===== src/rtl/uart_rx_mmio.sv =====
// uart_rx_mmio -- receive half of the SoC UART with a processor read port.
//
// Deserialises 8N1 frames from ip_rx into a small FIFO and answers reads in
// the UART address window (the SoC decodes data_addr[31] into ip_sel).
//   offset 0x0 DATA   : {valid, 23'b0, head_byte}; pops the FIFO when non-empty
//   offset 0x4 STATUS : bit0 not_empty, bit1 full, bit2 overrun, bit3 frame_err,
//                       bit4 parity_err, bits[12:8] count; bits 2..4 clear on read
//   other offsets read 0. Writes are handled by the transmit side.
//
// Optional feature: define UART_RX_PARITY_EN to expect an even parity bit
// between the last data bit and the stop bit (8E1 framing).
//
// Ports:
//   clk             system clock
//   reset           asynchronous, active-low reset
//   ip_rx           serial line, idle high, asynchronous to clk
//   ip_sel          UART window access
//   ip_data_addr    byte offset within the window
//   ip_data_rd      processor read strobe
//   op_data_valid   read response valid (combinational, same cycle)
//   op_data_to_proc read data, 0 when op_data_valid is low
module uart_rx_mmio #(
   parameter int CLKS_PER_BIT = 16,  // >= 4 and even
   parameter int FIFO_DEPTH   = 4    // power of 2, 2..16
) (
   input  logic        clk,
   input  logic        reset,
   input  logic        ip_rx,
   input  logic        ip_sel,
   input  logic [2:0]  ip_data_addr,
   input  logic        ip_data_rd,
   output logic        op_data_valid,
   output logic [31:0] op_data_to_proc
);

   localparam int CW = $clog2(CLKS_PER_BIT);
   localparam int AW = $clog2(FIFO_DEPTH);
   localparam logic [CW-1:0] MID_CNT  = CW'(CLKS_PER_BIT / 2 - 1);
   localparam logic [CW-1:0] LAST_CNT = CW'(CLKS_PER_BIT - 1);

`ifdef UART_RX_PARITY_EN
   typedef enum logic [2:0] {S_IDLE, S_START, S_DATA, S_PARITY, S_STOP, S_BREAK} state_t;
`else
   typedef enum logic [2:0] {S_IDLE, S_START, S_DATA, S_STOP, S_BREAK} state_t;
`endif

   state_t          state, state_next;
   logic            rx_meta, rx_sync;
   logic [CW-1:0]   cnt, cnt_next;
   logic [2:0]      idx, idx_next;
   logic [7:0]      shift, shift_next;
   logic            push, frame_set, parity_set;

   logic [7:0]      mem [FIFO_DEPTH];
   logic [AW-1:0]   wr_ptr, rd_ptr;
   logic [4:0]      count;
   logic            not_empty, full, pop, push_ok;
   logic            rd_data, rd_status;
   logic            overrun, frame_err, parity_flag;

   // Two-flop synchroniser; reset to the idle line level so no false start.
   // NOTE: sequential state uses non-blocking assignments so every flop
   // samples pre-edge values regardless of statement order.
   always_ff @(posedge clk or negedge reset) begin
      if (!reset) begin
         rx_meta <= 1'b1;
         rx_sync <= 1'b1;
      end else begin
         rx_meta <= ip_rx;
         rx_sync <= rx_meta;
      end
   end

   // Receiver FSM state register and bit-timing datapath.
   always_ff @(posedge clk or negedge reset) begin
      if (!reset) begin
         state <= S_IDLE;
         cnt   <= '0;
         idx   <= '0;
         shift <= '0;
      end else begin
         state <= state_next;
         cnt   <= cnt_next;
         idx   <= idx_next;
         shift <= shift_next;
      end
   end

`ifdef UART_RX_PARITY_EN
   logic par_bad, par_bad_next;
   always_ff @(posedge clk or negedge reset) begin
      if (!reset) par_bad <= 1'b0;
      else        par_bad <= par_bad_next;
   end
`endif

   always_comb begin
      // NOTE: every output of this block gets a default first, so no path
      // leaves a variable unassigned and no latch is inferred.
      state_next = state;
      cnt_next   = cnt + CW'(1);
      idx_next   = idx;
      shift_next = shift;
      push       = 1'b0;
      frame_set  = 1'b0;
      parity_set = 1'b0;
`ifdef UART_RX_PARITY_EN
      par_bad_next = par_bad;
`endif
      case (state)
         S_IDLE: begin
            cnt_next = '0;
            if (!rx_sync) state_next = S_START;
         end
         S_START: begin
            // Re-check the line at mid start bit to reject glitches.
            if (cnt == MID_CNT) begin
               cnt_next = '0;
               if (!rx_sync) begin
                  state_next = S_DATA;
                  idx_next   = '0;
               end else begin
                  state_next = S_IDLE;
               end
            end
         end
         S_DATA: begin
            if (cnt == LAST_CNT) begin
               cnt_next   = '0;
               shift_next = {rx_sync, shift[7:1]};  // LSB arrives first
               idx_next   = idx + 3'd1;
               if (idx == 3'd7) begin
`ifdef UART_RX_PARITY_EN
                  state_next = S_PARITY;
`else
                  state_next = S_STOP;
`endif
               end
            end
         end
`ifdef UART_RX_PARITY_EN
         S_PARITY: begin
            if (cnt == LAST_CNT) begin
               cnt_next     = '0;
               par_bad_next = ^{shift, rx_sync};  // even parity: XOR must be 0
               parity_set   = ^{shift, rx_sync};
               state_next   = S_STOP;
            end
         end
`endif
         S_STOP: begin
            if (cnt == LAST_CNT) begin
               cnt_next = '0;
               if (rx_sync) begin
`ifdef UART_RX_PARITY_EN
                  push = ~par_bad;
`else
                  push = 1'b1;
`endif
                  state_next = S_IDLE;
               end else begin
                  frame_set  = 1'b1;
                  state_next = S_BREAK;
               end
            end
         end
         S_BREAK: begin
            // Line held low past the stop bit: wait for idle before re-arming.
            cnt_next = '0;
            if (rx_sync) state_next = S_IDLE;
         end
         default: state_next = S_IDLE;
      endcase
   end

   // Read decode.
   assign op_data_valid = ip_sel & ip_data_rd;
   assign rd_data       = op_data_valid & (ip_data_addr == 3'h0);
   assign rd_status     = op_data_valid & (ip_data_addr == 3'h4);

   assign not_empty = (count != 5'd0);
   assign full      = (count == 5'(FIFO_DEPTH));
   assign pop       = rd_data & not_empty;
   // A pop in the same cycle frees a slot, so a push into a full FIFO succeeds.
   assign push_ok   = push & (~full | pop);

   // NOTE: FIFO storage has no reset; an entry is only visible once written,
   // and the read mux masks the head byte while the FIFO is empty.
   always_ff @(posedge clk) begin
      if (push_ok) mem[wr_ptr] <= shift;
   end

   always_ff @(posedge clk or negedge reset) begin
      if (!reset) begin
         wr_ptr    <= '0;
         rd_ptr    <= '0;
         count     <= '0;
         overrun   <= 1'b0;
         frame_err <= 1'b0;
      end else begin
         if (push_ok) wr_ptr <= wr_ptr + AW'(1);
         if (pop)     rd_ptr <= rd_ptr + AW'(1);
         case ({push_ok, pop})
            2'b10:   count <= count + 5'd1;
            2'b01:   count <= count - 5'd1;
            default: count <= count;
         endcase
         // A sticky event in the clearing read cycle keeps the flag set.
         overrun   <= (push & ~push_ok) | (overrun   & ~rd_status);
         frame_err <= frame_set         | (frame_err & ~rd_status);
      end
   end

`ifdef UART_RX_PARITY_EN
   logic parity_err;
   always_ff @(posedge clk or negedge reset) begin
      if (!reset) parity_err <= 1'b0;
      else        parity_err <= parity_set | (parity_err & ~rd_status);
   end
   assign parity_flag = parity_err;
`else
   assign parity_flag = parity_set;  // constant 0 in 8N1 builds
`endif

   always_comb begin
      op_data_to_proc = 32'h0;
      if (op_data_valid) begin
         case (ip_data_addr)
            3'h0: op_data_to_proc = {not_empty, 23'b0, not_empty ? mem[rd_ptr] : 8'h00};
            3'h4: op_data_to_proc = {19'b0, count, 3'b0, parity_flag, frame_err,
                                     overrun, full, not_empty};
            default: op_data_to_proc = 32'h0;
         endcase
      end
   end

endmodule


===== config.mk =====
export PLATFORM = sky130hd
export DESIGN_NAME = uart_rx_mmio
export DESIGN_NICKNAME = d
export VERILOG_FILES = /design/src/rtl/uart_rx_mmio.sv
export SDC_FILE = /design/constraint.sdc
export NUM_CORES = 1
export LEC_CHECK = 0
export CAP_MARGIN = 20
export CELL_PAD_IN_SITES_DETAIL_PLACEMENT = 0
export CELL_PAD_IN_SITES_GLOBAL_PLACEMENT = 1
export CORE_ASPECT_RATIO = 0.8
export CORE_MARGIN = 2
export CORE_UTILIZATION = 40
export CTS_CLUSTER_DIAMETER = 80
export DETAILED_ROUTE_END_ITERATION = 8
export PLACE_DENSITY_LB_ADDON = 0.12
export SLEW_MARGIN = 20
export SYNTH_ARGS = -nofsm -noshare
export SYNTH_HDL_FRONTEND = slang
export SYNTH_SLANG_ARGS = --single-unit

===== constraint.sdc =====
create_clock -name clk -period 2.6 [get_ports clk]
set_clock_uncertainty 0.15 [all_clocks]
set_input_delay 0.39 -clock clk [delete_from_list [all_inputs] [get_ports clk]]
set_output_delay 0.39 -clock clk [all_outputs]
set_load 0.01 [all_outputs]

[Word level (Yosys, flattened, before mapping)]
Memories as Yosys holds them, arrays and structs flattened.
Cells that the tools add are included.
Word-level totals
  flip-flop bits (word level): 31
  bits in latches: 0
  memory bits (writable): 32
  ROM bits: 0
  bits of input ports: 8
  output and inout bits: 33
  word-level logic and storage cells: 88
  memories: 1
Memories
  mem: words 4, width 8, rd ports 1, clocked after Yosys merged registers in 0, wr ports 1, line 54  | logic [7:0] mem [FIFO_DEPTH];
Operators by class
  add/subtract/negate cells: 6
  multipliers: 0
  div/mod/pow operators: 0
  $lt $le $gt $ge: 0
  equality and inequality tests: 18
  shifts and indexed selects: 0
  multiplexer cells: 28
  bitwise gates (word level): 14
  reductions and logical operators: 10
Operators with widths (count)
  case mux 32 bit (2 select lines): 1
  two-way mux 32 bit: 1
  two-way mux 3 bit: 10
  case mux 3 bit (5 select lines): 1
  inequality test 2 bit, second input constant: 7
  case mux 4 bit (3 select lines): 1
  case mux 5 bit (2 select lines): 1
  == test 3 bit, second input constant: 3
  bitwise AND 1 bit: 8
  two-way mux 1 bit: 8
  two-way mux 4 bit: 2
  two-way mux 8 bit: 1
  == test 3 x 2 -> 1 bit, second input constant: 2
  zero test 3 bit: 2
  case mux 3 bit (2 select lines): 1
  AND reduction 6 bit: 1
  adder 5 x 1 -> 5 bit, second input constant: 1
  == test 5 x 3 -> 1 bit, second input constant: 1
  nonzero test 5 bit: 1
  subtractor 5 x 1 -> 5 bit, second input constant: 1
  adder 2 x 1 -> 2 bit, second input constant: 2
  adder 4 x 1 -> 4 bit, second input constant: 1
  == test 4 x 3 -> 1 bit, second input constant: 1
  == test 4 bit, second input constant: 1
  11 further kinds: 17

[Depth between registers and ports, before layout]
Gate-level depths: netlist (run 1).
  depth after elaboration: 8
  gate-level depth with buffers: 10
  mapped depth without buffers: 10

[Least setup slack after synthesis (run 1)]
No wires, ideal clock.
  kind: reg-to-reg
  start point: register count[1]
  end point: register count[4]
  library setup time: 0.125 ns
  arrival: 2.265 ns
  required time: 2.325 ns
  setup slack: 0.061 ns
  cell stages (with the launch flop): 10
  path buffers: 0
  cell sequence: dfrtp_1 -> nor4_4 -> a211o_4 -> nor2_4 -> xor2_1 -> ha_1 -> or3_2 -> a21oi_1 -> a22oi_1 -> xnor2_1
Between the ends
  longest elaborated chain between the ends: 6
  elaborated cells between the ends (all ways): 12
  those cells by class: add/sub (2); eq/ne (3); mux (1); bitwise (4); reduce/logical (2)
Ends and longest elaborated chain
  start: declaration: line 56  | logic [4:0] count;
  start signal: assignment: line 204  | 2'b10: count <= count + 5'd1;
  start signal: assignment: line 205  | 2'b01: count <= count - 5'd1;
  start signal: assignment: line 206  | default: count <= count;
  nonzero test 5 bit or == test 5 x 3 -> 1 bit (tied branches): line 181, 182
  bitwise AND 1 bit or NOT 1 bit (tied branches): line 183, 185
  bitwise OR 1 bit: line 185  | assign push_ok = push & (~full | pop);
  bitwise AND 1 bit: line 185
  == test 2 x 1 -> 1 bit or == test 2 bit (tied branches): line 203  | case ({push_ok, pop})
  case mux 5 bit (2 select lines) or nonzero test 2 bit (tied branches)
Several ways; a longest one is shown, not always the timed one.
A chain may end at the register's enable or synchronous reset.

[Worst setup path in the final report (run 1)]
  start point: input port ip_data_addr[1]
  end point: register count[4]
Between the ends
  longest elaborated chain between the ends: 7
  elaborated cells between the ends (all ways): 9
  those cells by class: eq/ne (2); mux (1); bitwise (4); reduce/logical (2)
Ends and longest elaborated chain
  start: declaration: line 30  | input logic [2:0] ip_data_addr,
  zero test 3 bit (*): line 178  | assign rd_data = op_data_valid & (ip_data_addr == 3'h0);
  bitwise AND 1 bit (*): line 178
  bitwise AND 1 bit (*): line 183  | assign pop = rd_data & not_empty;
  bitwise OR 1 bit: line 185
  bitwise AND 1 bit: line 185
  == test 2 x 1 -> 1 bit or == test 2 bit (tied branches): line 203
  case mux 5 bit (2 select lines) or nonzero test 2 bit (tied branches)
Every way passes the cells marked *; elsewhere a longest branch is shown, timed or not.

==> flow_metrics.env, run 1 <==
export IMPL_clkSlewWorstSetupHoldPaths_ns=0.07
export IMPL_syn_area_per_cell_um2=13.4
export IMPL_first_iter_violations=57
export IMPL_hold_buffers=0
export IMPL_max_clock_freq_mhz=402
export IMPL_dpl_cell_area_mm2=0.00342
export IMPL_grt_max_degree=32
export IMPL_leakage_nw=1.58
export IMPL_multi_input_area_mm2=0.00116
export IMPL_drc=0
export IMPL_p_seq_share_pct=40.6
export IMPL_fin_nets=293
export IMPL_rsz0062_at_grt="false"
export IMPL_die_height_um=81.7
export IMPL_reg2reg_slack_ns=0.15
export IMPL_timing_slew_headroom_pct=65.5
export IMPL_area_growth_pct=22.8
export IMPL_fin_util_pct=50.4
export IMPL_min_period_over_period_pct=95.7
export IMPL_cts_max_path_buffers=2
export IMPL_ys_seq_area_share_pct=57.6
export IMPL_nFillCells=637
export IMPL_timing_final_crit_period_ns=2.49
export IMPL_core_area_mm2=0.00736
export IMPL_finalPower_mw=3.08
export IMPL_stdcell_area_mm2=0.00371
export IMPL_numCtsBuffers=9
export IMPL_ir_worst_vdd_mv=0.379
export IMPL_cp_required_ns=2.67
export IMPL_start_util_pct=41.0
export IMPL_yosysWarnings=0
export IMPL_drive_gt1_share_pct=32.0
export IMPL_viasPerCell=4.90
export IMPL_clk_latency_ns=0.33
export IMPL_ys_ff_latch=63
export IMPL_first_global_vias=1808
export IMPL_rows=28
export IMPL_power_share_clock_pct=33.9
export IMPL_yosys_most_used_dff="edfxtp_1"
export IMPL_dr_total_vias=1818
export IMPL_cp_end_kind="flop"
export IMPL_hp_class="flop to flop"
export IMPL_p_sw_uw=852
export IMPL_tightest_slew_ns=0.514
export IMPL_cellPowerDensity_mw_per_mm2=830
export IMPL_antenna_found_initial=0
export IMPL_ant_nets=0
export IMPL_cts_sinks=63
export IMPL_critPathArrivalTime_ns=2.55
export IMPL_diodes=0
export IMPL_cts_tree="done"
export IMPL_fp_dieArea_mm2=0.00826
export IMPL_drt_wl_total_um=5490
export IMPL_worstSetupPathType="primary input to flop"
export IMPL_startpoint_type="primary input"
export IMPL_p_comb_share_pct=25.5
export IMPL_synth_edff_count=32
export IMPL_setup_viol=0
export IMPL_grt_usage_pct=14.9
export IMPL_internal_power_mw=2.23
export IMPL_port_buffers=22
export IMPL_avgRoutedWirePerCell_um=14.8
export IMPL_syn_inst=225
export IMPL_grt_overflow=0
export IMPL_seq_area_mm2=0.00174
export IMPL_place_congestion=0.773
export IMPL_die_w_um=101
export IMPL_dp_hpwl_um=3910
export IMPL_ys_types=50
export IMPL_drt_pass1_iter_count=4
export IMPL_drv_slew=0
export IMPL_htreeDepth=3
export IMPL_cp_max_fo=2
export IMPL_hold_viol=0
export IMPL_cap_violations=0
export IMPL_async_flop_share_pct=49.2
export IMPL_ios=41
export IMPL_status="complete, no violations"
export IMPL_p_sw_share_pct=27.7
export IMPL_synth_area_mm2=0.00302
export IMPL_clockRootBuffer="clkbuf_8"
export IMPL_grt_pass1_wl_um=9160
## final timing paths
kind	from	end	depth (start not counted)
max	ip_data_addr[1]	count[4]	10
min	rx_meta	rx_sync	0
max reg2reg	count[3]	count[4]	10
min reg2reg	rx_meta	rx_sync	0
max in group asynchronous	reset	rx_sync	2
min in group asynchronous	reset	shift[5]	2
## state kept, by name, indices dropped and copies added (netlist names)
| register | flops |
|---|---|
| rd_ptr | 2 |
| cnt | 4 |
| overrun | 1 |
| count | 5 |
| mem | 32 |
| rx_meta | 1 |
| rx_sync | 1 |
| shift | 8 |
| idx | 3 |
| wr_ptr | 2 |
| state | 3 |
| frame_err | 1 |
## logic make-up after synthesis
logic type | share of synthesized area, %
AO/OA/AOI/OAI | 7.34
XOR/XNOR | 2.61
adder cells (fa/ha/maj) | 3.73
buffers and inverters | 6.71
flip-flops | 57.6
multiplexers | 9.82
other | 0.124
AND/OR/NAND/NOR | 12.1
## cell usage after synthesis (all sizes together), types with 5 or more instances
cell type | number | share of area [%]
inv | 5 | 0.62
and3 | 10 | 2.4
and2 | 8 | 1.7
xnor2 | 6 | 1.7
nand2 | 8 | 0.99
mux4 | 8 | 6.0
edfxtp | 32 | 32
a22oi | 5 | 1.2
ha | 9 | 3.7
dfrtp | 29 | 24
mux2 | 10 | 3.9
nor2 | 17 | 2.4
o21ai | 9 | 1.5
buf | 23 | 5.4
## metrics by stage
stage | hold slack [ns] | std cells | TNS, ns | setup slack (ns)
2_1_floorplan | -0.0556 | 242 | 0 | 0.0605
3_3_place_gp | 0.199 | 350 | -1.41 | -0.240
3_5_place_dp | 0.197 | 350 | -1.53 | -0.265
4_1_cts | 0.208 | 372 | 0 | 0.0272
5_1_grt | 0.216 | 371 | 0 | 0.0228
6_report | 0.207 | 371 | 0 | 0.113
## critical path, cell delays in order
cell             delay [ns]
clkdlybuf4s50_1        0.43
nand4bb_4              0.25
a211o_4                0.30
nor2_4                 0.12
xor2_1                 0.07
ha_1                   0.19
or3_2                  0.42
a21oi_2                0.14
a22oi_1                0.10
xnor2_1                0.12
## cell usage in the layout (no fill, tap or decap), types with 3 or more instances in the layout
cell	count
conb_1	18
and3_2	5
nand2_1	8
nor2_1	16
dlygate4sd2_1	9
clkdlybuf4s50_1	8
nor3_1	4
dfrtp_1	27
a22oi_1	5
xnor2_1	6
and2_1	6
nand3_1	3
inv_1	5
edfxtp_1	32
o21ai_0	9
buf_4	27
bufinv_16	3
mux2_2	9
mux4_2	8
xor2_1	3
ha_1	9
and3_1	4
clkbuf_8	10
clkbuf_2	4
## routing by layer
metal / vias to the layer above / part of all wire, % / wire length [um] / global-route usage (%)
li1: 890 / - / - / -
met1: 876 / 49 / 2670 / 20.7
met2: 50 / 46 / 2540 / 22.4
met3: 2 / 4.4 / 243 / 3.83
met4: 0 / 0.53 / 29 / 6.49
met5: - / 0 / 0 / 0
## power groups by stage
stage	Clock (mW)	Sequential [mW]	Combinational, mW
2_1_floorplan	0	1.23	0.518
3_3_place_gp	0	1.27	0.720
3_5_place_dp	0	1.28	0.726
4_1_cts	1.07	1.25	0.807
5_1_grt	1.12	1.27	0.882
6_report	1.04	1.25	0.786
## cell type report
type / count / area share, %
multi-input combinational: 146 / 31.3
inverter: 6 / 0.641
timing repair buffer: 50 / 11.2
clock inverter: 6 / 3.14
tap: 90 / 3.04
clock buffer: 10 / 3.71
sequential: 63 / 47.0
## what timing repair did
item,in CTS,in global routing
pin swaps,1,2
resized for setup,16,11
hold endpoints to repair,0,0
setup buffers,6,0
setup endpoints to repair,10,7
Note: power is estimated with default switching activity, not from simulation.
==> run 2: changes to the inputs <==
--- a/config.mk
+++ b/config.mk
@@ -13,6 +13,7 @@
 export CORE_UTILIZATION = 40
 export CTS_CLUSTER_DIAMETER = 80
 export DETAILED_ROUTE_END_ITERATION = 8
+export HOLD_SLACK_MARGIN = 0.03
 export PLACE_DENSITY_LB_ADDON = 0.12
 export SLEW_MARGIN = 20
 export SYNTH_ARGS = -nofsm -noshare
==> results of run 2 <==
Same layout as run 1: the final DEF is identical, and so are final timing and power.
==> run 3: changes to the inputs <==
--- a/config.mk
+++ b/config.mk
@@ -6,11 +6,9 @@
 export NUM_CORES = 1
 export LEC_CHECK = 0
 export CAP_MARGIN = 20
-export CELL_PAD_IN_SITES_DETAIL_PLACEMENT = 0
-export CELL_PAD_IN_SITES_GLOBAL_PLACEMENT = 1
 export CORE_ASPECT_RATIO = 0.8
 export CORE_MARGIN = 2
-export CORE_UTILIZATION = 40
+export CORE_UTILIZATION = 49
 export CTS_CLUSTER_DIAMETER = 80
 export DETAILED_ROUTE_END_ITERATION = 8
 export HOLD_SLACK_MARGIN = 0.03
==> run 3 against run 2 <==
Total power is 6.2% lower. Hold slack hardly changed. Register-to-register slack hardly changed. Global-route usage is 2.8 points higher. First-iteration DRC count is 21% higher. Clock power is 14% lower. Critical endpoint is now op_data_to_proc[7]. Largest cell class unchanged.
==> flow_metrics.env, run 3 (synthesis results as in run 1) <==
export IMPL_final_cell_mix="32 x edfxtp_1, 28 x dfrtp_1, 27 x buf_4"
export IMPL_dp_hpwl_um=3780
export IMPL_grt_overflow=0
export IMPL_ios=41
export IMPL_dpl_cell_area_mm2=0.00340
export IMPL_dr_total_vias=1817
export IMPL_startpoint_type="primary input"
export IMPL_leakage_nw=1.57
export IMPL_grt_max_degree=32
export IMPL_clockRootBuffer="clkbuf_8"
export IMPL_min_period_over_period_pct=97.0
export IMPL_fin_cells=361
export IMPL_fp_dieArea_mm2=0.00681
export IMPL_die_w_um=91.8
export IMPL_top_register="mem"
export IMPL_hold_buffers=0
export IMPL_diodes=0
export IMPL_rsz0062_at_grt="false"
export IMPL_avgRoutedWirePerCell_um=14.8
export IMPL_rows=25
export IMPL_ant_nets=0
export IMPL_cap_violations=0
export IMPL_numCtsBuffers=9
export IMPL_cp_top_family="buffers and inverters"
export IMPL_viasPerCell=5.03
export IMPL_reg_top3="mem: 32 flops, shift: 8 flops, count: 5 flops"
export IMPL_place_congestion=0.794
export IMPL_port_buffers=22
export IMPL_cts_max_path_buffers=2
export IMPL_path_cells="clkdlybuf4s50_1 -> nand4bb_4 -> a211o_4 -> buf_4 -> inv_4 -> and2_1 -> dlygate4sd2_1"
export IMPL_dr_wl_met2_um=2540
export IMPL_nFillCells=490
export IMPL_grt_usage_pct=17.7
export IMPL_die_height_um=74.2
export IMPL_largest_reg_flops=32
export IMPL_grt_pass1_wl_um=8980
export IMPL_wl_met1_um=2530
export IMPL_critPathArrivalTime_ns=1.98
export IMPL_first_iter_violations=69
export IMPL_route_met3_wl_um=243
export IMPL_cp_end_kind="output port"
export IMPL_drive_gt1_share_pct=30.4
export IMPL_drt_pass1_iter_count=4
export IMPL_setup_viol=0
export IMPL_cts_tree="done"
export IMPL_clkSlewWorstSetupHoldPaths_ns=0.07
export IMPL_hold_viol=0
export IMPL_timing_final_crit_period_ns=2.52
export IMPL_finalPower_mw=2.89
export IMPL_slowest_delay_ns=0.52
export IMPL_antenna_found_initial=0
export IMPL_fin_setup_tns_ns=0
export IMPL_ir_worst_vdd_mv=0.434
export IMPL_cp_max_fo=6
export IMPL_fin_nets=292
export IMPL_start_util_pct=50.8
export IMPL_drc=0
export IMPL_cts_sinks=63
export IMPL_hp_class="flop to flop"
export IMPL_layout_commonest_cell="edfxtp_1"
export IMPL_area_growth_pct=21.6
export IMPL_cp_required_ns=2.06
export IMPL_critPathBufInv=4
export IMPL_clk_latency_ns=0.33
export IMPL_top_layer="met4"
export IMPL_place_inst=341
export IMPL_cpMaxStageDelayCell="clkdlybuf4s50_1"
export IMPL_cellPowerDensity_mw_per_mm2=786
export IMPL_core_area_mm2=0.00594
export IMPL_status="complete, no violations"
export IMPL_htreeDepth=3
export IMPL_worstSetupPathType="primary input to output port"
export IMPL_stdcell_area_mm2=0.00367
export IMPL_first_global_vias=1793
export IMPL_max_clock_freq_mhz=397
export IMPL_fin_hold_ws_ns=0.207
export IMPL_drt_wl_total_um=5330
export IMPL_drv_slew=0
[run 3: worst reg2reg max path: stages, from the launching register on]
cell	delay, ns
dfrtp_1	0.42
nor4_4	0.32
buf_4	0.16
a211o_4	0.15
nor2_4	0.04
xor2_1	0.14
ha_1	0.18
or3_2	0.42
a21oi_2	0.14
a22oi_2	0.09
xnor2_1	0.12
[run 3: final timing paths]
kind                                 start            endpoint  slack [ns]  depth (start not counted)
worst max-delay path            ip_data_rd  op_data_to_proc[7]        0.08                          7
worst min-delay path               rx_meta             rx_sync        0.21                          0
worst max register to register    count[4]            count[4]        0.15                         10
worst min register to register     rx_meta             rx_sync        0.21                          0
max in group asynchronous            reset             rx_sync        1.68                          2
min in group asynchronous            reset            shift[3]        0.30                          2
[run 3: per-layer routing]
metal,up-vias,track usage (%)
met5,-,0
met4,0,3.98
met3,4,5.57
met1,888,24.1
met2,41,28.6
li1,884,-
[run 3: what timing repair did]
item	in CTS	in global routing
gates resized for setup	16	7
endpoints found under the setup margin	13	7
setup buffers	2	2
pin swaps	1	3
cloned	0	0
[run 3: cell type report]
class | count | area [um^2] | area share, %
timing repair buffer | 49 | 415 | 11.3
clock inverter | 4 | 51.3 | 1.40
inverter | 6 | 25.0 | 0.682
multi-input combinational | 146 | 1170 | 31.9
clock buffer | 12 | 166 | 4.53
sequential | 63 | 1740 | 47.4
tap | 81 | 101 | 2.76
[run 3: stage by stage]
step                      worst slack [ns]  util, %
after floorplan                     0.0605        -
after global placement              -0.233     57.2
after detailed placement            -0.293     57.2
after CTS                           0.0135     61.2
after global routing               0.00196     61.8
final                               0.0785     61.8
[run 3: power breakdown]
part / internal [mW] / switching [mW]
Sequential: 1.14 / 0.104
Clock: 0.527 / 0.367
Combinational: 0.391 / 0.356
